<file path="src/rtl/echo_width_meter_pkg.sv">
// Shared telemeter constants and echo meter state encoding.
// Display and trigger blocks import the same defaults.
package echo_width_meter_pkg;

  typedef enum logic [1:0] {
    IDLE      = 2'd0,
    WAIT_RISE = 2'd1,
    MEASURE   = 2'd2,
    DONE      = 2'd3
  } state_t;

  localparam int DEF_CLK_PER_UNIT  = 147;
  localparam int DEF_OUT_W         = 8;
  localparam int DEF_MIN_VAL       = 6;
  localparam int DEF_MAX_VAL       = 254;
  localparam int DEF_TIMEOUT_UNITS = 255;

  function automatic logic [31:0] clamp_u(
    input logic [31:0] v,
    input logic [31:0] lo,
    input logic [31:0] hi
  );
    logic [31:0] r;
    r = v;
    if (v < lo) r = lo;
    if (v > hi) r = hi;
    return r;
  endfunction

endpackage

</file>
<file path="src/rtl/echo_width_meter_sync.sv">
// Two-flop synchroniser with registered copy for edge detection.
// Reusable for echo, trigger and button inputs.
module sync_edge_detect (
  input  logic clk,
  input  logic rst,
  input  logic d,
  output logic rise,
  output logic fall
);

  logic s1;
  logic s2;
  logic s_d;

  always_ff @(posedge clk) begin
    if (rst) begin
      s1  <= 1'b0;
      s2  <= 1'b0;
      s_d <= 1'b0;
    end else begin
      s1  <= d;
      s2  <= s1;
      s_d <= s2;
    end
  end

  assign rise = s2 & ~s_d;
  assign fall = ~s2 & s_d;

endmodule

</file>
<file path="src/rtl/echo_width_meter.sv">
// Armed single-shot echo width meter: counts synchronised high
// time in units of CLK_PER_UNIT clocks, clamps, flags timeouts.
module echo_width_meter
  import echo_width_meter_pkg::*;
#(
  parameter int CLK_PER_UNIT  = DEF_CLK_PER_UNIT,
  parameter int OUT_W         = DEF_OUT_W,
  parameter int MIN_VAL       = DEF_MIN_VAL,
  parameter int MAX_VAL       = DEF_MAX_VAL,
  parameter int TIMEOUT_UNITS = DEF_TIMEOUT_UNITS
) (
  input  logic             Clk,
  input  logic             Rst,
  input  logic             Mesure,
  input  logic             Start,
  output logic [OUT_W-1:0] Nb,
  output logic             Valid,
  output logic             Timeout,
  output logic             Busy
);

  localparam int PW = $clog2(CLK_PER_UNIT);
  localparam int UW = $clog2(TIMEOUT_UNITS + 1);

  localparam logic [PW-1:0] PRE_LAST  = PW'(CLK_PER_UNIT - 1);
  localparam logic [PW-1:0] PRE_ONE   = PW'(1);
  localparam logic [UW-1:0] UNIT_LAST = UW'(TIMEOUT_UNITS - 1);
  localparam logic [OUT_W-1:0] NB_MAX = OUT_W'(MAX_VAL);

  state_t           state_q;
  state_t           state_d;
  logic [PW-1:0]    pre_q;
  logic [PW-1:0]    pre_d;
  logic [UW-1:0]    units_q;
  logic [UW-1:0]    units_d;
  logic             rise;
  logic             fall;
  logic             wrap;
  logic             hit;
  logic             to_d;
  logic [OUT_W-1:0] nb_d;
  logic             valid_d;
  logic             timeout_d;

  sync_edge_detect u_sync (
    .clk  (Clk),
    .rst  (Rst),
    .d    (Mesure),
    .rise (rise),
    .fall (fall)
  );

  assign wrap = (pre_q == PRE_LAST);
  // hit: this wrap would bring units up to the timeout limit
  assign hit  = wrap && (units_q == UNIT_LAST);

  always_ff @(posedge Clk) begin
    if (Rst) begin
      state_q <= IDLE;
    end else begin
      state_q <= state_d;
    end
  end

  always_comb begin
    state_d = state_q;
    pre_d   = pre_q;
    units_d = units_q;
    to_d    = 1'b0;
    unique case (state_q)
      IDLE: begin
        if (Start) begin
          state_d = WAIT_RISE;
          pre_d   = '0;
          units_d = '0;
        end
      end
      WAIT_RISE: begin
        if (rise) begin
          state_d = MEASURE;
          pre_d   = PRE_ONE;
          units_d = '0;
        end else begin
          pre_d   = wrap ? '0 : pre_q + 1'b1;
          units_d = units_q + UW'(wrap);
          if (hit) begin
            state_d = DONE;
            to_d    = 1'b1;
          end
        end
      end
      MEASURE: begin
        // fall beats a same-cycle wrap so the result stays a floor
        if (fall) begin
          state_d = DONE;
        end else begin
          pre_d   = wrap ? '0 : pre_q + 1'b1;
          units_d = units_q + UW'(wrap);
          if (hit) begin
            state_d = DONE;
            to_d    = 1'b1;
          end
        end
      end
      DONE: begin
        state_d = IDLE;
      end
      default: begin
        state_d = IDLE;
      end
    endcase
  end

  always_comb begin
    valid_d   = (state_d == DONE);
    timeout_d = to_d;
    nb_d      = Nb;
    if (state_d == DONE) begin
      nb_d = to_d ? NB_MAX :
        OUT_W'(clamp_u(32'(units_q), 32'(MIN_VAL), 32'(MAX_VAL)));
    end
    Busy = (state_q != IDLE);
  end

  always_ff @(posedge Clk) begin
    if (Rst) begin
      pre_q   <= '0;
      units_q <= '0;
      Nb      <= '0;
      Valid   <= 1'b0;
      Timeout <= 1'b0;
    end else begin
      pre_q   <= pre_d;
      units_q <= units_d;
      Nb      <= nb_d;
      Valid   <= valid_d;
      Timeout <= timeout_d;
    end
  end

endmodule

</file>
<file path="config.mk">
export PLATFORM = sky130hd
export DESIGN_NAME = echo_width_meter
export DESIGN_NICKNAME = d
export VERILOG_FILES = /design/src/rtl/echo_width_meter_pkg.sv /design/src/rtl/echo_width_meter_sync.sv /design/src/rtl/echo_width_meter.sv
export SDC_FILE = /design/constraint.sdc
export NUM_CORES = 1
export LEC_CHECK = 0
export CAP_MARGIN = 20
export CORE_ASPECT_RATIO = 0.75
export CORE_MARGIN = 2
export CORE_UTILIZATION = 40
export CTS_BUF_LIST = sky130_fd_sc_hd__clkbuf_4
export CTS_CLUSTER_DIAMETER = 40
export DETAILED_ROUTE_END_ITERATION = 10
export PLACE_DENSITY = 0.62
export SLEW_MARGIN = 0
export SYNTH_ARGS = -nofsm -noshare
export SYNTH_HDL_FRONTEND = slang
export SYNTH_SLANG_ARGS = --single-unit
</file>
<file path="constraint.sdc">
create_clock -name Clk -period 5.67 [get_ports Clk]
set_input_delay 0.567 -clock Clk [delete_from_list [all_inputs] [get_ports Clk]]
set_output_delay 0.567 -clock Clk [all_outputs]
set_load 0.01 [all_outputs]
</file>
==> results of run 1 <==
## kinds of logic (layout without fill, tap and decap cells)
| kind of cell | count (synthesis) | count (layout) | synth area share, % |
|---|---|---|---|
| AO/OA/AOI/OAI | 35 | 35 | 16.59 |
| XOR/XNOR | 12 | 12 | 6.512 |
| adder cells (fa/ha/maj) | 7 | 7 | 5.426 |
| buffers and inverters | 13 | 28 | 5.116 |
| flip-flops | 31 | 31 | 38.45 |
| AND/OR/NAND/NOR | 75 | 75 | 27.91 |
## per-stage QoR
stage                     setup WS (ns)  utilization, %
after global routing              3.075           48.23
after global placement            3.314           46.84
final                             3.224           48.23
after floorplan                   3.852               -
after CTS                         3.227           48.23
after detailed placement          3.272           46.84
## report_power, final
part / internal (mW) / leakage [nW] / switching (mW) / total (mW)
sequential: 0.222 / 0.251 / 0.00495 / 0.227
combinational: 0.0249 / 0.387 / 0.0481 / 0.0729
clock: 0.0507 / 0.0307 / 0.0748 / 0.125
total: 0.297 / 0.669 / 0.128 / 0.425
## per-layer routing
layer	vias to the layer above	GRT usage, %
li1	653	-
met2	39	21.99
met1	608	23.34
met3	2	5.488
met4	0	6.378
met5	-	0
## cell usage in the layout, fill, tap and decap left out, types with 3 or more instances in the layout
cell / synthesis / layout
o21ai_0: 7 / 7
nor2b_1: 3 / 3
nand3_1: 8 / 8
inv_1: 5 / 5
a21oi_1: 10 / 10
nand2b_1: 5 / 5
nand2_1: 8 / 8
nor2_1: 18 / 18
clkdlybuf4s50_1: 0 / 14
dfxtp_1: 31 / 31
nand4_1: 10 / 10
ha_1: 7 / 7
and3_1: 4 / 4
xor2_1: 11 / 11
clkbuf_4: 0 / 6
## how the worst min path moves through the flow
stage                     slack [ns]  depth (start not counted)   endpoint      start
after floorplan                 0.41                          1  u_sync.s2  u_sync.s1
after global placement          0.43                          1  u_sync.s2  u_sync.s1
after detailed placement        0.43                          1  u_sync.s2  u_sync.s1
after CTS                       0.45                          1  u_sync.s2  u_sync.s1
after global routing            0.47                          1  u_sync.s2  u_sync.s1
final                           0.44                          1  u_sync.s2  u_sync.s1
## state kept, by name, indices dropped and copies added, names as in the netlist
name        count
Nb              8
pre_q           8
units_q         8
state_q         2
Timeout         1
Valid           1
u_sync.s1       1
u_sync.s2       1
u_sync.s_d      1
## area by class of cell
| type | instances | share of cell area [%] |
|---|---|---|
| clock inverter | 2 | 0.4144 |
| sequential | 31 | 34.25 |
| multi-input combinational | 129 | 50.28 |
| inverter | 6 | 1.243 |
| timing repair buffer | 14 | 7.735 |
| clock buffer | 6 | 2.486 |
| tap | 52 | 3.591 |
==> impl_metrics.tcl, run 1 <==
set metrics [dict create \
    status "finished, final reports clean" \
    antenna_found_initial 0 \
    vdd_ir_drop_max_uv 180.7 \
    portBuffers 14 \
    dr_wl_met2_um 1387 \
    endpoint "Busy" \
    arrival_ns 1.88 \
    clock-sinks 31 \
    startpoint "state_q[0]" \
    synth.ff_latch_count 31 \
    regToRegEndpoint "pre_q[4]" \
    r2r-start "state_q[0]" \
    fp-row-count 19 \
    hpwl_um 2409 \
    worst_pin_slew_ns 0.8582 \
    syn_inst 173 \
    fin_setup_tns_ns 0 \
    instances_no_fill 240 \
    cts_buffers 5 \
    path_cells "inv_1 -> ha_1 -> inv_2 -> clkdlybuf4s50_1" \
    cp_slowest_cell "clkdlybuf4s50_1" \
    total_leakage_power_nw 0.6685 \
    crit_type "reg2out" \
    max_stage_delay_ns 0.55 \
    worstPathRequired_ns 5.10 \
    core_area_sq_um 3756 \
    seqCellArea_sq_um 620.6 \
    synthTopCellsByCount "dfxtp_1 (31), nor2_1 (18), xor2_1 (11)" \
    drive_gt1_share_pct 10.64 \
    cts-root-buf "clkbuf_4" \
    die_area_sq_um 4564 \
    fillers 361 \
    final_area_sq_um 1812 \
    synth_edf_count 0 \
    end_kind "output port" \
    clk_latency_ns 0.33 \
    m1WireLength_um 1726 \
    dr_wl_met3_um 229 \
    cp-start-kind "flop" \
    cp_max_fo 7 \
    rr_worst_depth 7 \
    cts-resized-gates 0 \
    grt_first_pass_wirelength_um 5678 \
    fp.dieH_um 59.01 \
    nNetsFinal 198 \
    num_io_pins 15 \
    hold_buffers 0 \
    synthFlopType "dfxtp_1" \
    grt_start_max_net_pins 23 \
    async_reset_ff_share_pct 0 \
    yosysSeqAreaShare_pct 38.45 \
    cap_violations 0 \
    ys_top_cells_by_area "dfxtp_1 (38%), xor2_1 (6.0%), ha_1 (5.4%)" \
    yosysMostFrequentCell "dfxtp_1" \
    powerDensity_nw_per_um2 234.6 \
    setup_viol 0 \
    cts_max_level 2 \
    initial_core_util_pct 42.97 \
    rsz0062_at_grt "no" \
    period_share_pct 43.14 \
    grt_pass1_vias 1171 \
    drt_iter0_drc 153 \
    slew_violations 0 \
    vias 1302 \
    multi_input_area_sq_um 910.9 \
    highest_layer "met4" \
    finalWirelength_um 3361 \
    place_inst 232 \
    whs_ns 0.4439 \
    path_depth 4 \
    dpl_cell_area_sq_um 1759 \
    gr-total-overflow 0 \
    avgSynthCellArea_sq_um 9.330 \
    synth_cell_types 48 \
    path_buf_inv 3 \
    wl_per_cell_um 14.00 \
    ys_warn_count 0 \
    yosysTopAreaCellShare_pct 38.45 \
    cts_setup_buffers 0 \
    post-route-min-period_ns 2.446 \
    max-slew-margin-rel_pct 42.45 \
    track_usage_pct 16.15 \
    diodes 0 \
    finalClockSkew_ns 0.007820 \
    synth_largest_area_cell "dfxtp_1" \
    power_mw 0.4250 \
    place_congestion 0.9054 \
    crit_family "buffers and inverters" \
    syn_to_final_growth_pct 12.25 \
    ant_nets 0 \
    via_per_inst 5.425 \
    die_w_um 77.35 \
    hold_path_class "reg2reg" \
    hold_viol_final 0 \
    fmax_mhz 408.8 \
    reg2reg_slack_ns 3.25 \
    cts_tree "done" \
    cts_buffer_depth 2 \
    clkSlewWorstSetupHoldPaths_ns 0.09 \
    dr.pass1.iters 4 \
    syn_area_sq_um 1614 \
    synth_nets 184 \
    drc_errors 0 \
]
(Power assumes the default switching activity.)
==> inputs of run 2 (changes only) <==
==> constraint.sdc (replaced) <==
create_clock -name Clk -period 2.3 [get_ports Clk]
set_input_delay 0.23 -clock Clk [delete_from_list [all_inputs] [get_ports Clk]]
set_output_delay 0.23 -clock Clk [all_outputs]
set_load 0.01 [all_outputs]
==> impl_metrics.tcl, run 2 (synthesis gave the netlist of run 1 again) <==
set metrics [dict create \
    hold_path_class "reg2reg" \
    wl_per_cell_um 13.63 \
    worst_pin_slew_ns 0.5577 \
    path_cells "inv_1 -> ha_1 -> inv_2 -> clkdlybuf4s50_1" \
    finalWirelength_um 3286 \
    initial_core_util_pct 42.97 \
    whs_ns 0.4503 \
    cp_max_fo 7 \
    portBuffers 14 \
    post-route-min-period_ns 2.074 \
    status "finished, final reports clean" \
    antenna_found_initial 0 \
    grt_pass1_vias 1194 \
    hpwl_um 2419 \
    diodes 0 \
    fin_setup_tns_ns 0 \
    power_mw 1.034 \
    clkSlewWorstSetupHoldPaths_ns 0.08 \
    grt_first_pass_wirelength_um 5630 \
    max_stage_delay_ns 0.55 \
    via_per_inst 5.286 \
    dr.pass1.iters 4 \
    cts_buffer_depth 2 \
    cts_setup_buffers 0 \
    num_io_pins 15 \
    rsz0062_at_grt "no" \
    slew_violations 0 \
    reg2reg_slack_ns 0.25 \
    cts_max_level 2 \
    syn_to_final_growth_pct 13.18 \
    fp.dieH_um 59.01 \
    total_leakage_power_nw 0.6800 \
    cap_violations 0 \
    fp-row-count 19 \
    reg.largest.list "Nb x8, pre_q x8, units_q x8" \
    fmax_mhz 482.1 \
    setup_viol 0 \
    drt_iter0_drc 73 \
    vdd_ir_drop_max_uv 268.6 \
    finalClockSkew_ns 0.008340 \
    final_cell_mix "dfxtp_1 (31), nor2_1 (18), clkdlybuf4s50_1 (14)" \
    ant_nets 0 \
    vias 1274 \
    cts-root-buf "clkbuf_4" \
    place_congestion 0.9154 \
    powerDensity_nw_per_um2 565.9 \
    hold_buffers 0 \
    final_common_cell "dfxtp_1" \
    hold_viol_final 0 \
    die_area_sq_um 4564 \
    gr-total-overflow 0 \
    period_share_pct 90.19 \
    worstPathRequired_ns 2.07 \
    crit_family "buffers and inverters" \
    drive_gt1_share_pct 12.17 \
    max-slew-margin-rel_pct 62.67 \
    fillers 407 \
    cp_slowest_cell "clkdlybuf4s50_1" \
    core_area_sq_um 3756 \
    track_usage_pct 15.92 \
    cts-resized-gates 0 \
    cts_buffers 5 \
    crit_type "reg2out" \
    die_w_um 77.35 \
    cp-start-kind "flop" \
    cts_tree "done" \
    nNetsFinal 201 \
    arrival_ns 1.84 \
    grt_start_max_net_pins 12 \
    clock-sinks 31 \
    path_buf_inv 3 \
    clk_latency_ns 0.32 \
    drc_errors 0 \
    end_kind "output port" \
    utilization_pct 48.63 \
]
==> run 2: cell count changes in the layout (fill, tap and decap cells not counted), sizes merged <==
cell,change
buf,+3
clkinv,-2
==> run 2: worst paths after layout <==
path,startpoint,to,cells past startpoint
max,state_q[0],Busy,4
min,u_sync.s1,u_sync.s2,1
max reg2reg,state_q[0],pre_q[6],8
min reg2reg,u_sync.s1,u_sync.s2,1
==> run 2: through the flow <==
stage          instance area, sq um  instances  setup slack, ns
6_report                       1827        241           0.2257
5_1_grt                        1827        241          0.03147
4_1_cts                        1827        241           0.2061
3_5_place_dp                   1782        235           0.2884
3_3_place_gp                   1782        235           0.3221
2_1_floorplan                  1614        173           0.4823
==> run 2: power by group <==
group	leakage, nW	internal [mW]	switching [mW]	total, mW
sequential	0.251	0.546	0.0104	0.557
combinational	0.402	0.0704	0.119	0.189
clock	0.0276	0.120	0.167	0.288
==> run 2: metal layers <==
layer / global-route usage [%] / routed length, um / vias to the layer above
li1: - / - / 653
met1: 21.94 / 1727 / 600
met2: 23.73 / 1443 / 19
met3: 4.726 / 101 / 2
met4: 6.122 / 13 / 0
met5: 0 / 0 / -
==> run 2: area by class of cell <==
type	instances	area, sq um	area share [%]
multi-input cells	129	910.9	49.86
flip-flops and latches	31	620.6	33.97
repair buffers	17	162.7	8.904
well taps	52	65.06	3.562
clock buffers	6	45.04	2.466
inverters	6	22.52	1.233
==> run 2: worst register-to-register path: cells and delay by family, from the launching register on <==
kind / cells / cell delay, ns
AOI/OAI and AO/OA: 2 / 0.56
DFF: 1 / 0.39
buffers and inverters: 2 / 0.34
adders and majority gates: 1 / 0.31
xor gates and xnor gates: 1 / 0.17
and+or+nand+nor: 2 / 0.16
==> inputs of run 3 (changes only) <==
--- a/config.mk
+++ b/config.mk
@@ -8,11 +8,12 @@
 export CAP_MARGIN = 20
 export CORE_ASPECT_RATIO = 0.75
 export CORE_MARGIN = 2
-export CORE_UTILIZATION = 40
+export CORE_UTILIZATION = 50
 export CTS_BUF_LIST = sky130_fd_sc_hd__clkbuf_4
 export CTS_CLUSTER_DIAMETER = 40
 export DETAILED_ROUTE_END_ITERATION = 10
-export PLACE_DENSITY = 0.62
+export PLACE_DENSITY = 0.74
+export SKIP_CTS_REPAIR_TIMING = 1
 export SLEW_MARGIN = 0
 export SYNTH_ARGS = -nofsm -noshare
 export SYNTH_HDL_FRONTEND = slang
==> constraint.sdc (replaced) <==
create_clock -name Clk -period 2.3 [get_ports Clk]
set_input_delay 0.46 -clock Clk [delete_from_list [all_inputs] [get_ports Clk]]
set_output_delay 0.46 -clock Clk [all_outputs]
set_load 0.01 [all_outputs]
==> impl_metrics.tcl, run 3 (synthesis gave the netlist of run 1 again) <==
set metrics [dict create \
    status "finished, final reports clean" \
    finalWirelength_um 3358 \
    instances_no_fill 227 \
    dr_wl_met2_um 1491 \
    utilization_pct 60.20 \
    cts_buffers 5 \
    fin_setup_tns_ns 0 \
    place_ws_ns 0.2892 \
    drive_gt1_share_pct 12.70 \
    highest_layer "met4" \
    hpwl_um 2486 \
    worst_pin_slew_ns 0.5953 \
    grt_start_max_net_pins 23 \
    gr-total-overflow 0 \
    core_area_sq_um 2999 \
    clock-sinks 31 \
    cp-start-kind "flop" \
    cp_max_fo 7 \
    final_area_sq_um 1805 \
    worstPathRequired_ns 1.84 \
    fp.dieH_um 53.21 \
    clk_latency_ns 0.33 \
    cts_buffer_depth 2 \
    total_leakage_power_nw 0.6746 \
    wl_per_cell_um 14.79 \
    final_cell_mix "dfxtp_1 (31), nor2_1 (18), clkdlybuf4s50_1 (14)" \
    slew_violations 0 \
    clkSlewWorstSetupHoldPaths_ns 0.09 \
    rsz0062_at_grt "no" \
    diodes 0 \
    setup_slack_ns 0.1229 \
    end_kind "output port" \
    powerDensity_nw_per_um2 573.6 \
    place_inst 220 \
    hold_viol_final 0 \
    portBuffers 14 \
    via_per_inst 5.863 \
    die_w_um 69.61 \
    reg.largest.list "Nb x8, pre_q x8, units_q x8" \
    grt_pass1_vias 1209 \
    hold_path_class "reg2reg" \
    dr_wl_met3_um 189 \
    cts-root-buf "clkbuf_4" \
    vias 1331 \
    reg2reg_slack_ns 0.31 \
    period_share_pct 94.66 \
    vdd_ir_drop_max_uv 377.6 \
    dr.pass1.iters 4 \
    syn_to_final_growth_pct 11.86 \
    antenna_found_initial 0 \
    fmax_mhz 459.3 \
    drc_errors 0 \
    nNetsFinal 200 \
    cts_max_level 2 \
    grt_first_pass_wirelength_um 5671 \
    arrival_ns 1.72 \
    fp-row-count 17 \
    m1WireLength_um 1624 \
    die_area_sq_um 3703 \
    crit_type "reg2out" \
    dpl_cell_area_sq_um 1757 \
    num_io_pins 15 \
    max-slew-margin-rel_pct 60.16 \
    cap_violations 0 \
    setup_viol 0 \
    finalClockSkew_ns 0.01628 \
    track_usage_pct 20.21 \
    initial_core_util_pct 53.82 \
    cts_tree "done" \
    ant_nets 0 \
    post-route-min-period_ns 2.177 \
    drt_iter0_drc 45 \
    place_congestion 0.8379 \
    final_common_cell "dfxtp_1" \
    fillers 250 \
]
## run 3: stage by stage
| step | total power, mW | hold WS [ns] |
|---|---|---|
| detailed placement | 0.7556 | 0.4382 |
| global placement | 0.7471 | 0.4303 |
| global route | 1.087 | 0.4637 |
| floorplan | 0.7085 | 0.4138 |
| CTS | 1.041 | 0.4601 |
| finish | 1.036 | 0.4554 |
## run 3: final timing paths
path,startpoint,to,cells after the start
worst max-delay path,state_q[0],Busy,4
worst min-delay path,u_sync.s1,u_sync.s2,1
worst max register to register,pre_q[0],units_q[4],9
worst min register to register,u_sync.s1,u_sync.s2,1
## run 3: metal layers
layer	vias up	global-route usage (%)
met2	40	31.41
li1	655	-
met5	-	0
met3	7	5.143
met1	629	26.45
met4	0	9.804
## run 3: worst max-delay path, stage by stage (launching register included)
cell,delay [ns]
dfxtp_1,0.40
inv_2,0.09
ha_2,0.24
inv_2,0.11
clkdlybuf4s50_1,0.54
## run 3: final cells by class
| cell class | count | area, sq um | area share, % |
|---|---|---|---|
| Clock inverter | 2 | 8.758 | 0.4851 |
| Timing Repair Buffer | 16 | 155.1 | 8.593 |
| Inverter | 6 | 22.52 | 1.247 |
| Clock buffer | 5 | 37.54 | 2.079 |
| Sequential cell | 31 | 620.6 | 34.37 |
| Tap cell | 38 | 47.55 | 2.633 |
| Multi-Input combinational cell | 129 | 913.4 | 50.59 |
## run 3: power breakdown
| part | internal (mW) | switching [mW] |
|---|---|---|
| Sequential | 0.546 | 0.0112 |
| Combinational | 0.0692 | 0.122 |
| Clock | 0.108 | 0.179 |
| Total | 0.724 | 0.312 |
